<file path="src/rtl/pmem_arbiter_burst_pkg.sv">
// Shared types and geometry for the L1-to-burst-memory arbiter.
package pmem_arb_pkg;

  localparam int unsigned LINE_W      = 256;
  localparam int unsigned BURST_W     = 64;
  localparam int unsigned BEATS       = LINE_W / BURST_W;
  localparam int unsigned OFFSET_BITS = 5;

  typedef enum logic [2:0] {
    IDLE,
    I_RD,
    D_RD,
    D_WR,
    DONE
  } state_t;

  typedef enum logic {
    GNT_I,
    GNT_D
  } grant_t;

endpackage

</file>
<file path="src/rtl/pmem_arbiter_burst_if.sv">
// Cache-side and memory-side signals of the arbiter.
// slave: the arbiter's view; master: the caches/memory driving it.
interface pmem_arbiter_burst_if #(
  parameter int unsigned LINE_W  = pmem_arb_pkg::LINE_W,
  parameter int unsigned BURST_W = pmem_arb_pkg::BURST_W,
  parameter int unsigned ADDR_W  = 32
);

  logic              i_read;
  logic [ADDR_W-1:0] i_addr;
  logic [LINE_W-1:0] i_rdata;
  logic              i_resp;

  logic              d_read;
  logic              d_write;
  logic [ADDR_W-1:0] d_addr;
  logic [LINE_W-1:0] d_wdata;
  logic [LINE_W-1:0] d_rdata;
  logic              d_resp;

  logic               mem_read;
  logic               mem_write;
  logic [ADDR_W-1:0]  mem_addr;
  logic [BURST_W-1:0] mem_wdata;
  logic [BURST_W-1:0] mem_rdata;
  logic               mem_resp;

  modport slave (
    input  i_read, i_addr,
    output i_rdata, i_resp,
    input  d_read, d_write, d_addr, d_wdata,
    output d_rdata, d_resp,
    output mem_read, mem_write, mem_addr, mem_wdata,
    input  mem_rdata, mem_resp
  );

  modport master (
    output i_read, i_addr,
    input  i_rdata, i_resp,
    output d_read, d_write, d_addr, d_wdata,
    input  d_rdata, d_resp,
    input  mem_read, mem_write, mem_addr, mem_wdata,
    output mem_rdata, mem_resp
  );

endinterface

</file>
<file path="src/rtl/pmem_arbiter_burst_line_beat_buffer.sv">
// One cache line of storage addressable as whole line or as burst beats.
module line_beat_buffer #(
  parameter int unsigned LINE_W  = 256,
  parameter int unsigned BURST_W = 64,
  parameter int unsigned IDX_W   = 2
) (
  input  logic               clk,
  input  logic               rst,
  input  logic               load_en,
  input  logic [LINE_W-1:0]  load_data,
  input  logic               beat_we,
  input  logic [IDX_W-1:0]   beat_idx,
  input  logic [BURST_W-1:0] beat_wdata,
  output logic [BURST_W-1:0] beat_rdata,
  output logic [LINE_W-1:0]  line_q
);

  // Parallel load has priority over the per-beat write
  always_ff @(posedge clk or negedge rst) begin
    if (!rst) begin
      line_q <= '0;
    end else if (load_en) begin
      line_q <= load_data;
    end else if (beat_we) begin
      line_q[32'(beat_idx) * BURST_W +: BURST_W] <= beat_wdata;
    end
  end

  // Beat select for the outgoing write burst
  always_comb begin
    beat_rdata = line_q[32'(beat_idx) * BURST_W +: BURST_W];
  end

endmodule

</file>
<file path="src/rtl/pmem_arbiter_burst.sv">
// Arbitrates icache/dcache line traffic onto one burst memory port,
// splitting lines into beats and reassembling them.
module pmem_arbiter_burst #(
  parameter int unsigned LINE_W  = pmem_arb_pkg::LINE_W,
  parameter int unsigned BURST_W = pmem_arb_pkg::BURST_W,
  parameter int unsigned ADDR_W  = 32
) (
  input logic                 clk,
  input logic                 rst,
  pmem_arbiter_burst_if.slave itf
);

  localparam int unsigned BEATS = LINE_W / BURST_W;
  localparam int unsigned IDX_W = (BEATS > 1) ? $clog2(BEATS) : 1;

  import pmem_arb_pkg::*;

  localparam logic [IDX_W-1:0] LAST_BEAT = IDX_W'(BEATS - 1);

  state_t             state;
  grant_t             last_grant;
  logic [IDX_W-1:0]   beat;
  logic               mem_read_q;
  logic               mem_write_q;
  logic [ADDR_W-1:0]  mem_addr_q;
  logic               i_resp_q;
  logic               d_resp_q;
  logic [LINE_W-1:0]  i_rdata_q;
  logic [LINE_W-1:0]  d_rdata_q;

  logic               i_pend;
  logic               d_pend;
  logic               grant_i;
  logic               grant_d;
  logic               in_burst;
  logic               buf_load;
  logic               buf_we;
  logic [BURST_W-1:0] buf_beat;
  logic [LINE_W-1:0]  line_q;
  logic [LINE_W-1:0]  assembled;

  // Request decode and round-robin tie-break against the previous grant
  always_comb begin
    i_pend   = itf.i_read;
    d_pend   = itf.d_read | itf.d_write;
    grant_d  = (state == IDLE) && d_pend && (!i_pend || last_grant == GNT_I);
    grant_i  = (state == IDLE) && i_pend && !grant_d;
    in_burst = (state == I_RD) || (state == D_RD) || (state == D_WR);
    buf_load = grant_d && itf.d_write;
    buf_we   = itf.mem_resp && ((state == I_RD) || (state == D_RD));
  end

  // The final beat lands in the buffer on the same edge the response is
  // registered, so the response line merges it in directly.
  always_comb begin
    assembled = line_q;
    assembled[LINE_W-BURST_W +: BURST_W] = itf.mem_rdata;
  end

  line_beat_buffer #(
    .LINE_W  (LINE_W),
    .BURST_W (BURST_W),
    .IDX_W   (IDX_W)
  ) u_buf (
    .clk        (clk),
    .rst        (rst),
    .load_en    (buf_load),
    .load_data  (itf.d_wdata),
    .beat_we    (buf_we),
    .beat_idx   (beat),
    .beat_wdata (itf.mem_rdata),
    .beat_rdata (buf_beat),
    .line_q     (line_q)
  );

  // Arbitration FSM with registered memory and cache-side outputs
  always_ff @(posedge clk or negedge rst) begin
    if (!rst) begin
      state       <= IDLE;
      last_grant  <= GNT_I;
      beat        <= '0;
      mem_read_q  <= 1'b0;
      mem_write_q <= 1'b0;
      mem_addr_q  <= '0;
      i_resp_q    <= 1'b0;
      d_resp_q    <= 1'b0;
      i_rdata_q   <= '0;
      d_rdata_q   <= '0;
    end else begin
      i_resp_q <= 1'b0;
      d_resp_q <= 1'b0;
      case (state)
        IDLE: begin
          if (grant_d) begin
            last_grant <= GNT_D;
            mem_addr_q <= {itf.d_addr[ADDR_W-1:OFFSET_BITS], {OFFSET_BITS{1'b0}}};
            if (itf.d_write) begin
              state       <= D_WR;
              mem_write_q <= 1'b1;
            end else begin
              state      <= D_RD;
              mem_read_q <= 1'b1;
            end
          end else if (grant_i) begin
            last_grant <= GNT_I;
            mem_addr_q <= {itf.i_addr[ADDR_W-1:OFFSET_BITS], {OFFSET_BITS{1'b0}}};
            state      <= I_RD;
            mem_read_q <= 1'b1;
          end
        end
        I_RD, D_RD, D_WR: begin
          if (itf.mem_resp) begin
            if (beat == LAST_BEAT) begin
              state       <= DONE;
              beat        <= '0;
              mem_read_q  <= 1'b0;
              mem_write_q <= 1'b0;
              if (state == I_RD) begin
                i_resp_q  <= 1'b1;
                i_rdata_q <= assembled;
              end else begin
                d_resp_q  <= 1'b1;
                d_rdata_q <= (state == D_WR) ? '0 : assembled;
              end
            end else begin
              beat <= beat + IDX_W'(1);
            end
          end
        end
        DONE:    state <= IDLE;
        default: state <= IDLE;
      endcase
    end
  end

  always_comb begin
    itf.mem_read  = mem_read_q;
    itf.mem_write = mem_write_q;
    itf.mem_addr  = mem_addr_q;
    itf.mem_wdata = mem_write_q ? buf_beat : '0;
    itf.i_resp    = i_resp_q;
    itf.i_rdata   = i_rdata_q;
    itf.d_resp    = d_resp_q;
    itf.d_rdata   = d_rdata_q;
  end

  // A dcache read+write collision is served as a writeback but is a caller bug
  assert property (@(posedge clk) disable iff (!rst)
    (state == IDLE) |-> !(itf.d_read && itf.d_write));

  // Memory beats are only meaningful while a burst is in flight
  assert property (@(posedge clk) disable iff (!rst)
    itf.mem_resp |-> in_burst);

endmodule

</file>
<file path="src/flat_wrapper.sv">
// flat-port wrapper written by rule: the top's interface ports become plain ports
module pmem_arbiter_burst_flat import pmem_arb_pkg::*;
#(
  parameter int unsigned LINE_W  = pmem_arb_pkg::LINE_W,
  parameter int unsigned BURST_W = pmem_arb_pkg::BURST_W,
  parameter int unsigned ADDR_W  = 32
)
  (clk, rst, itf_i_read, itf_i_addr, itf_i_rdata, itf_i_resp, itf_d_read, itf_d_write, itf_d_addr, itf_d_wdata, itf_d_rdata, itf_d_resp, itf_mem_read, itf_mem_write, itf_mem_addr, itf_mem_wdata, itf_mem_rdata, itf_mem_resp);
  pmem_arbiter_burst_if #(.LINE_W(LINE_W), .BURST_W(BURST_W), .ADDR_W(ADDR_W)) itf_i ();
  input logic clk;
  input logic rst;
  input wire logic [$bits(itf_i.i_read)-1:0] itf_i_read;
  input wire logic [$bits(itf_i.i_addr)-1:0] itf_i_addr;
  output wire logic [$bits(itf_i.i_rdata)-1:0] itf_i_rdata;
  output wire logic [$bits(itf_i.i_resp)-1:0] itf_i_resp;
  input wire logic [$bits(itf_i.d_read)-1:0] itf_d_read;
  input wire logic [$bits(itf_i.d_write)-1:0] itf_d_write;
  input wire logic [$bits(itf_i.d_addr)-1:0] itf_d_addr;
  input wire logic [$bits(itf_i.d_wdata)-1:0] itf_d_wdata;
  output wire logic [$bits(itf_i.d_rdata)-1:0] itf_d_rdata;
  output wire logic [$bits(itf_i.d_resp)-1:0] itf_d_resp;
  output wire logic [$bits(itf_i.mem_read)-1:0] itf_mem_read;
  output wire logic [$bits(itf_i.mem_write)-1:0] itf_mem_write;
  output wire logic [$bits(itf_i.mem_addr)-1:0] itf_mem_addr;
  output wire logic [$bits(itf_i.mem_wdata)-1:0] itf_mem_wdata;
  input wire logic [$bits(itf_i.mem_rdata)-1:0] itf_mem_rdata;
  input wire logic [$bits(itf_i.mem_resp)-1:0] itf_mem_resp;
  assign itf_i.i_read = itf_i_read;
  assign itf_i.i_addr = itf_i_addr;
  assign itf_i_rdata = itf_i.i_rdata;
  assign itf_i_resp = itf_i.i_resp;
  assign itf_i.d_read = itf_d_read;
  assign itf_i.d_write = itf_d_write;
  assign itf_i.d_addr = itf_d_addr;
  assign itf_i.d_wdata = itf_d_wdata;
  assign itf_d_rdata = itf_i.d_rdata;
  assign itf_d_resp = itf_i.d_resp;
  assign itf_mem_read = itf_i.mem_read;
  assign itf_mem_write = itf_i.mem_write;
  assign itf_mem_addr = itf_i.mem_addr;
  assign itf_mem_wdata = itf_i.mem_wdata;
  assign itf_i.mem_rdata = itf_mem_rdata;
  assign itf_i.mem_resp = itf_mem_resp;
  pmem_arbiter_burst #(.LINE_W(LINE_W), .BURST_W(BURST_W), .ADDR_W(ADDR_W)) u_core (.clk(clk), .rst(rst), .itf(itf_i));
endmodule
</file>
<file path="config.mk">
export PLATFORM = sky130hd
export DESIGN_NAME = pmem_arbiter_burst_flat
export DESIGN_NICKNAME = d
export VERILOG_FILES = /design/src/rtl/pmem_arbiter_burst_pkg.sv /design/src/rtl/pmem_arbiter_burst_if.sv /design/src/rtl/pmem_arbiter_burst_line_beat_buffer.sv /design/src/rtl/pmem_arbiter_burst.sv /design/src/flat_wrapper.sv
export SDC_FILE = /design/constraint.sdc
export NUM_CORES = 1
export LEC_CHECK = 0
export CAP_MARGIN = 20
export CORE_AREA = 4 4 392 394
export CTS_CLUSTER_DIAMETER = 50
export DETAILED_ROUTE_END_ITERATION = 8
export DIE_AREA = 0 0 396 398
export MAX_ROUTING_LAYER = met4
export PLACE_DENSITY_LB_ADDON = 0.1
export SKIP_LAST_GASP = 1
export SYNTH_ARGS = -nofsm -noshare
export SYNTH_HDL_FRONTEND = slang
export SYNTH_SLANG_ARGS = --single-unit
</file>
<file path="constraint.sdc">
create_clock -name clk -period 4.8 [get_ports clk]
set_clock_uncertainty 0.15 [all_clocks]
set_input_delay 0.72 -clock clk [delete_from_list [all_inputs] [get_ports clk]]
set_output_delay 0.72 -clock clk [all_outputs]
set_load 0.05 [all_outputs]
</file>
Word-level counts from Yosys, hierarchy flattened
Cells that the tools add are included.
Operators by class
  add/sub/neg operators: 2
  equality and inequality tests: 10
  shift-type cells: 3
  muxes and demuxes: 33
  bitwise logic cells: 3
  reduce and logical (&&, ||, !) cells: 22
Operators with widths (count)
  two-way mux 256 bit: 3
  bitwise mux 256 bit: 1
  variable shift 64 x 34 -> 256 bit, first input constant: 1
  variable part select 256 x 9 -> 64 bit: 1
  variable part select 64 x 34 -> 256 bit: 1
  two-way mux 32 bit: 2
  two-way mux 64 bit: 1
  negator 8 -> 34 bit: 1
  two-way mux 1 bit: 18
  two-way mux 3 bit: 4
  AND reduction 5 bit: 2
  AND reduction 4 bit: 2
  equality test 3 x 2 -> 1 bit, second input constant: 2
  logical AND 1 bit: 6
  case mux 3 bit (2 select lines): 1
  nonzero test 2 bit: 3
  inequality test 2 x 1 -> 1 bit, second input constant: 2
  inequality test 2 bit, second input constant: 2
  case mux 1 bit (2 select lines): 2
  AND reduction 2 bit: 2
  equality test 3 x 1 -> 1 bit, second input constant: 1
  logical NOT 3 bit: 1
  inequality test 3 x 1 -> 1 bit, second input constant: 1
  inequality test 3 bit, second input constant: 1
  other kinds (9): 12
Storage, ports and cells
  register bits: 810
  input bits: 390
  output and inout bits: 612
  word-level logic and storage cells: 84

Depth between registers and ports, before layout
  depth after elaboration: 8
  gate-level depth with buffers: 11
  mapped depth without buffers: 6

By module
From an unflattened synthesis, not the netlist that was laid out.
Second synthesis, totals
  cells, all modules: 2829
  area total of the unflattened synthesis: 35108.7 µm²
Modules (own cells, without submodules)
  pmem_arbiter_burst: instances 1, cells each 1883, area an instance 22469.0 µm², sequential area each 13738.2 µm²
  line_beat_buffer: instances 1, cells each 946, area an instance 12639.6 µm², sequential area each 6406.1 µm²

Worst setup path before layout
Ideal clock, no wire load.
  path kind: register -> register
  start point: reg u_core.beat[0]
  end point: reg u_core.u_buf.line_q[10]
  library setup time: 0.077 ns
  arrival: 2.668 ns
  required time: 4.573 ns
  setup slack: 1.906 ns
  stages on the path, launching flop included: 11
  path buffers: 4
  period minus slack after synthesis: 2.894 ns
  cell sequence: dfrtp_1 clkbuf_1 buf_2 buf_2 inv_1 ha_1 nor3b_1 clkbuf_1 and2_1 mux2i_1 o21ai_1
On the way
  longest elaborated chain between the ends: 5
  elaborated cells on any way between the ends: 6
  those cells by class: add/sub: 1; shift: 2; mux: 3
RTL lines
  from (decl): line pmem_arbiter_burst.sv:22  | logic [IDX_W-1:0] beat;
  from (signal assigned): line pmem_arbiter_burst.sv:126  | beat <= beat + IDX_W'(1);
  negator 8 -> 34 bit (*): line pmem_arbiter_burst_line_beat_buffer.sv:25  | line_q[32'(beat_idx) * BURST_W +: BURST_W] <= beat_wdata;
  variable part select 64 x 34 -> 256 bit / variable shift 64 x 34 -> 256 bit (equally long branches): line pmem_arbiter_burst_line_beat_buffer.sv:25
  bitwise mux 256 bit (*): line pmem_arbiter_burst_line_beat_buffer.sv:25
  two-way mux 256 bit (*): line pmem_arbiter_burst_line_beat_buffer.sv:24  | end else if (beat_we) begin
  two-way mux 256 bit (*): line pmem_arbiter_burst_line_beat_buffer.sv:22  | end else if (load_en) begin
  to (signal assigned): line pmem_arbiter_burst_line_beat_buffer.sv:23  | line_q <= load_data;
  to (signal, indexed assignment): line pmem_arbiter_burst_line_beat_buffer.sv:25
  to (decl): line pmem_arbiter_burst_line_beat_buffer.sv:15  | output logic [LINE_W-1:0] line_q
Mark *: on every way between the ends. The rest lies on a longest branch, timed or not. The select of a mux whose other input is x is not followed.
A chain may end at the register's enable or synchronous reset.

Final worst setup path
  start point: reg u_core.beat[0]
  end point: out itf_mem_wdata[22]
On the way
  longest elaborated chain between the ends: 2
RTL lines
  variable part select 256 x 9 -> 64 bit: line pmem_arbiter_burst_line_beat_buffer.sv:31  | beat_rdata = line_q[32'(beat_idx) * BURST_W +: BURST_W];
  two-way mux 64 bit: line pmem_arbiter_burst.sv:140  | itf.mem_wdata = mem_write_q ? buf_beat : '0;
  to (decl): line flat_wrapper.sv:25  | output wire logic [$bits(itf_i.mem_wdata)-1:0] itf_mem_wdata;
No other way between the ends.

==> parameters.txt <==
Parameter                              Value

Synthesis
  YS warnings ... 0
  Count of unique library cells instantiated by Yosys ... 38
  Primary FF master, synth ... sky130_fd_sc_hd__dfrtp_1
  Cell count after synthesis ... 3,376
  FF+latch count, synth ... 805
  Mean instance size in the synthesized netlist ... around 11 sq um
  Area leader, netlist ... sky130_fd_sc_hd__dfrtp_1
  Fraction of synthesized cell area taken by the top area cell type ... 0.549
  Portion of the post-synthesis area used by sequential elements ... 0.549
  Most common cell in the synthesized netlist ... sky130_fd_sc_hd__dfrtp_1
  Cell area after synthesis ... about 37,000 sq um
  Cell types with the highest counts after synthesis ... sky130_fd_sc_hd__dfrtp_1 (805), sky130_fd_sc_hd__nand2_1 (774), sky130_fd_sc_hd__and2_1 (321)
  Share of async-settable or async-resettable flops after synthesis ... 1.00
  Number of enable flip-flop cells after synthesis ... 0
  Dominant cells by area after synthesis ... sky130_fd_sc_hd__dfrtp_1 (55%), sky130_fd_sc_hd__nand2_1 (7.9%), sky130_fd_sc_hd__mux2_2 (7.9%), sky130_fd_sc_hd__mux2i_1 (7.7%), sky130_fd_sc_hd__and2_1 (5.5%)

Finish
  Net total in the final layout ... 4,706
  Share of post-route cells with drive strength above 1 ... 0.142
  Synthesis-to-finish area growth ... 45.8%

Power
  Total internal power ... around 22 mW
  Clock power frac ... 0.236
  Maximum resistive drop on vdd ... ~0.61 mV
  Sequential power share ... 0.285
  Proportion of power drawn by combinational gates ... 0.478
  Overall power after layout ... around 42 mW
  Leakage power of the design ... 25.1 nW
  Fraction of power spent switching nets ... 0.458
  Power spent charging and discharging nets ... 19.0 mW
  Total power density per cell area ... approximately 780 nW/um^2

Global route
  Vias in the first global route ... between 30k and 40k
  First-pass GRT wire length ... about 240 mm
  Antenna violations before repair ... 42
  Global route total overflow ... 0
  Tot GR Track Use ... 0.212
  Pin count of the biggest net entering global routing ... roughly 150

Timing
  Final sum of negative setup slack ... 0 ps
  Ratio of final minimum period to clock period ... 0.906
  Final number of setup-violating endpoints ... 0
  RSZ-0062 raised after global routing ... false
  Transition time of the tightest slew-check pin ... 1100 ps
  Number of pins exceeding their max-slew limit in the final report ... 0
  Max Freq ... about 230 MHz
  Final critical path time including I/O delays and setup ... about 4300 ps
  Smallest hold slack ... 311 ps
  Number of hold violations in the final report ... 0
  Max-slew headroom at the worst pin ... 0.266

Critical path
  Worst path max stage delay ... between 800 and 900 ps
  Worst reg2reg path startpoint ... u_core.beat[0]
  Worst path depth ... 4
  Worst path cell trace ... buf_12 > mux4_2 > and2_1 > clkdlybuf4s50_1
  CP delay by family, top ... buffers and inverters
  Critical path endpoint category ... output port
  Worst Setup Start Kind ... register
  Required time at the worst-slack endpoint ... between 3000 and 4000 ps
  Highest fanout seen on the critical path ... 27
  Logic depth of the worst register-to-register path ... 7
  CP startpoint ... u_core.beat[0]
  CP Buf/Inv Count ... 2
  Cell at the slowest stage of the critical path ... sky130_fd_sc_hd__dfrtp_4
  Kind of critical path ... register to output port
  Arrival time reported for the critical path endpoint ... ~3500 ps

Clock tree
  Clock tree from TritonCTS ... done
  Clock-pin slew of the registers on the worst-case setup and hold paths ... ~50 ps
  Number of H-tree levels ... 4
  Clock network latency to the later pin of the worst-skew pair ... approximately 730 ps
  Cell chosen for the clock root ... sky130_fd_sc_hd__clkbuf_16
  CTS Buf Count ... approximately 130
  Bufs on Longest Clock Path ... 3
  Number of sinks on the clock net ... between 800 and 900
  Setup Buffers After CTS ... 0

Die
  Die area ... 158,000 sq um
  CORE AREA ... 150,000 sq um
  Die span in x ... 396 microns
  Count of pins on the block boundary ... ~1k
  Row Count ... between 100 and 150
  Height of the die ... around 400 microns
  Initial standard-cell utilization of the core ... 0.245

Route
  Number of iterations in the first detailed-routing pass ... 5
  Vias after detailed routing ... a little under 30k
  Vias per std cell ... 4.52
  Remaining routing DRC violations ... 0
  Number of nets still failing antenna checks after routing ... 0
  Routed wire length ... about 170 mm
  DRT iter0 DRCs ... around 1.6k
  Average wire length per cell after detail routing ... 25.8 microns

Job
  Max-cap check violation count ... 0

Worst hold path
  Worst hold path startpoint ... u_core.itf.d_rdata[40]
  Hold Crit Depth ... 2
  Path type of the worst min-delay path ... register to register

Place
  Placer Congestion ... about 0.80
  Final HPWL from detailed placement ... between 100 and 150 mm
  Count of input and output buffers ... ~990

Run status
  Outcome ... finished clean
## cell type report
cell class	instances	area (sq um)
clock inverter	54	652
antenna	31	77.6
sequential	805	20200
fill	15163	96300
tap	2016	2520
multi-input combinational	2305	15300
clock buffer	185	3890
timing repair buffer	1060	10900
inverter	6	30.0
## per-stage QoR
step	utilization	cell area [sq um]	worst slack [ps]	instances
2_1_floorplan	-	36700	1910	3380
3_3_place_gp	0.326	48900	1150	6191
3_5_place_dp	0.326	48900	1130	6191
4_1_cts	0.357	53400	334	6431
5_1_grt	0.357	53500	278	6457
6_report	0.357	53500	451	6462
## layer usage
| metal | GRT usage | part of all wire | up-vias |
|---|---|---|---|
| met3 | 0.0625 | 0.069 | 197 |
| met5 | - | 0 | - |
| met1 | 0.264 | 0.43 | 14743 |
| met4 | 0.0495 | 0.020 | 0 |
| li1 | - | - | 13371 |
| met2 | 0.341 | 0.48 | 879 |
## cell families after synthesis
logic type	share of synthesized area
compound gates	0.0410
xor+xnor	0.000239
fa+ha+maj	0.00170
buf+inv	0.0377
flops	0.549
mux	0.195
other cells	0.000102
simple gates	0.175
## power by group through the flow
stage / Clock, mW / Combinational [mW] / Sequential [mW]
6_report: 9.82 / 19.9 / 11.8
5_1_grt: 10.4 / 20.9 / 12.2
4_1_cts: 10.1 / 20.1 / 11.9
3_5_place_dp: 0 / 20.1 / 11.9
3_3_place_gp: 0 / 20.0 / 11.9
2_1_floorplan: 0 / 6.79 / 16.9
## final timing paths
kind,endpoint,slack (ps)
worst max-delay path,itf_mem_wdata[22],450
worst min-delay path,u_core.itf.d_rdata[40],310
worst max register to register,u_core.u_buf.line_q[158],1640
worst min register to register,u_core.itf.d_rdata[40],310
max in group asynchronous,u_core.u_buf.line_q[42],2840
min in group asynchronous,u_core.itf.mem_addr[14],470
## flip-flops by register name, summed over array words and instances (netlist names)
name and cells:
u_core.itf.d_rdata 256, u_core.itf.i_rdata 256, u_core.u_buf.line_q 256, u_core.itf.mem_addr 27, u_core.state 3, u_core.beat 2, u_core.itf.d_resp 1, u_core.itf.i_resp 1
u_core.itf.mem_read 1, u_core.itf.mem_write 1, u_core.last_grant 1
## worst min-delay path, delay by kind of cell (launching register included)
family        cells  cell delay (ps)
flops             1              330
simple gates      2              100
## repair_timing
action | 4_1_cts | 5_1_grt
hold buffers | 1 | 0
hold endpoints to repair | 61 | 0
resized for setup | 0 | 0
## placed cells by master, fill, tap and decap left out, types with 7 or more instances in the layout
cell type	instances
sky130_fd_sc_hd__clkdlybuf4s50_1	985
sky130_fd_sc_hd__dfrtp_1	802
sky130_fd_sc_hd__nand2_1	774
sky130_fd_sc_hd__and2_1	321
sky130_fd_sc_hd__mux2i_1	283
sky130_fd_sc_hd__mux2_2	256
sky130_fd_sc_hd__nand3_1	256
sky130_fd_sc_hd__o21ai_1	149
sky130_fd_sc_hd__clkbuf_16	140
sky130_fd_sc_hd__o21ai_0	110
sky130_fd_sc_hd__mux4_2	64
sky130_fd_sc_hd__buf_4	38
sky130_fd_sc_hd__buf_12	35
sky130_fd_sc_hd__diode_2	31
sky130_fd_sc_hd__nor2_1	30
sky130_fd_sc_hd__a21oi_1	27
sky130_fd_sc_hd__clkbuf_1	23
sky130_fd_sc_hd__clkbuf_8	22
sky130_fd_sc_hd__clkinv_2	17
sky130_fd_sc_hd__bufinv_16	10
sky130_fd_sc_hd__clkinvlp_4	9
sky130_fd_sc_hd__clkinv_4	7
sky130_fd_sc_hd__inv_6	7
Power figures use the tool's default switching activity.
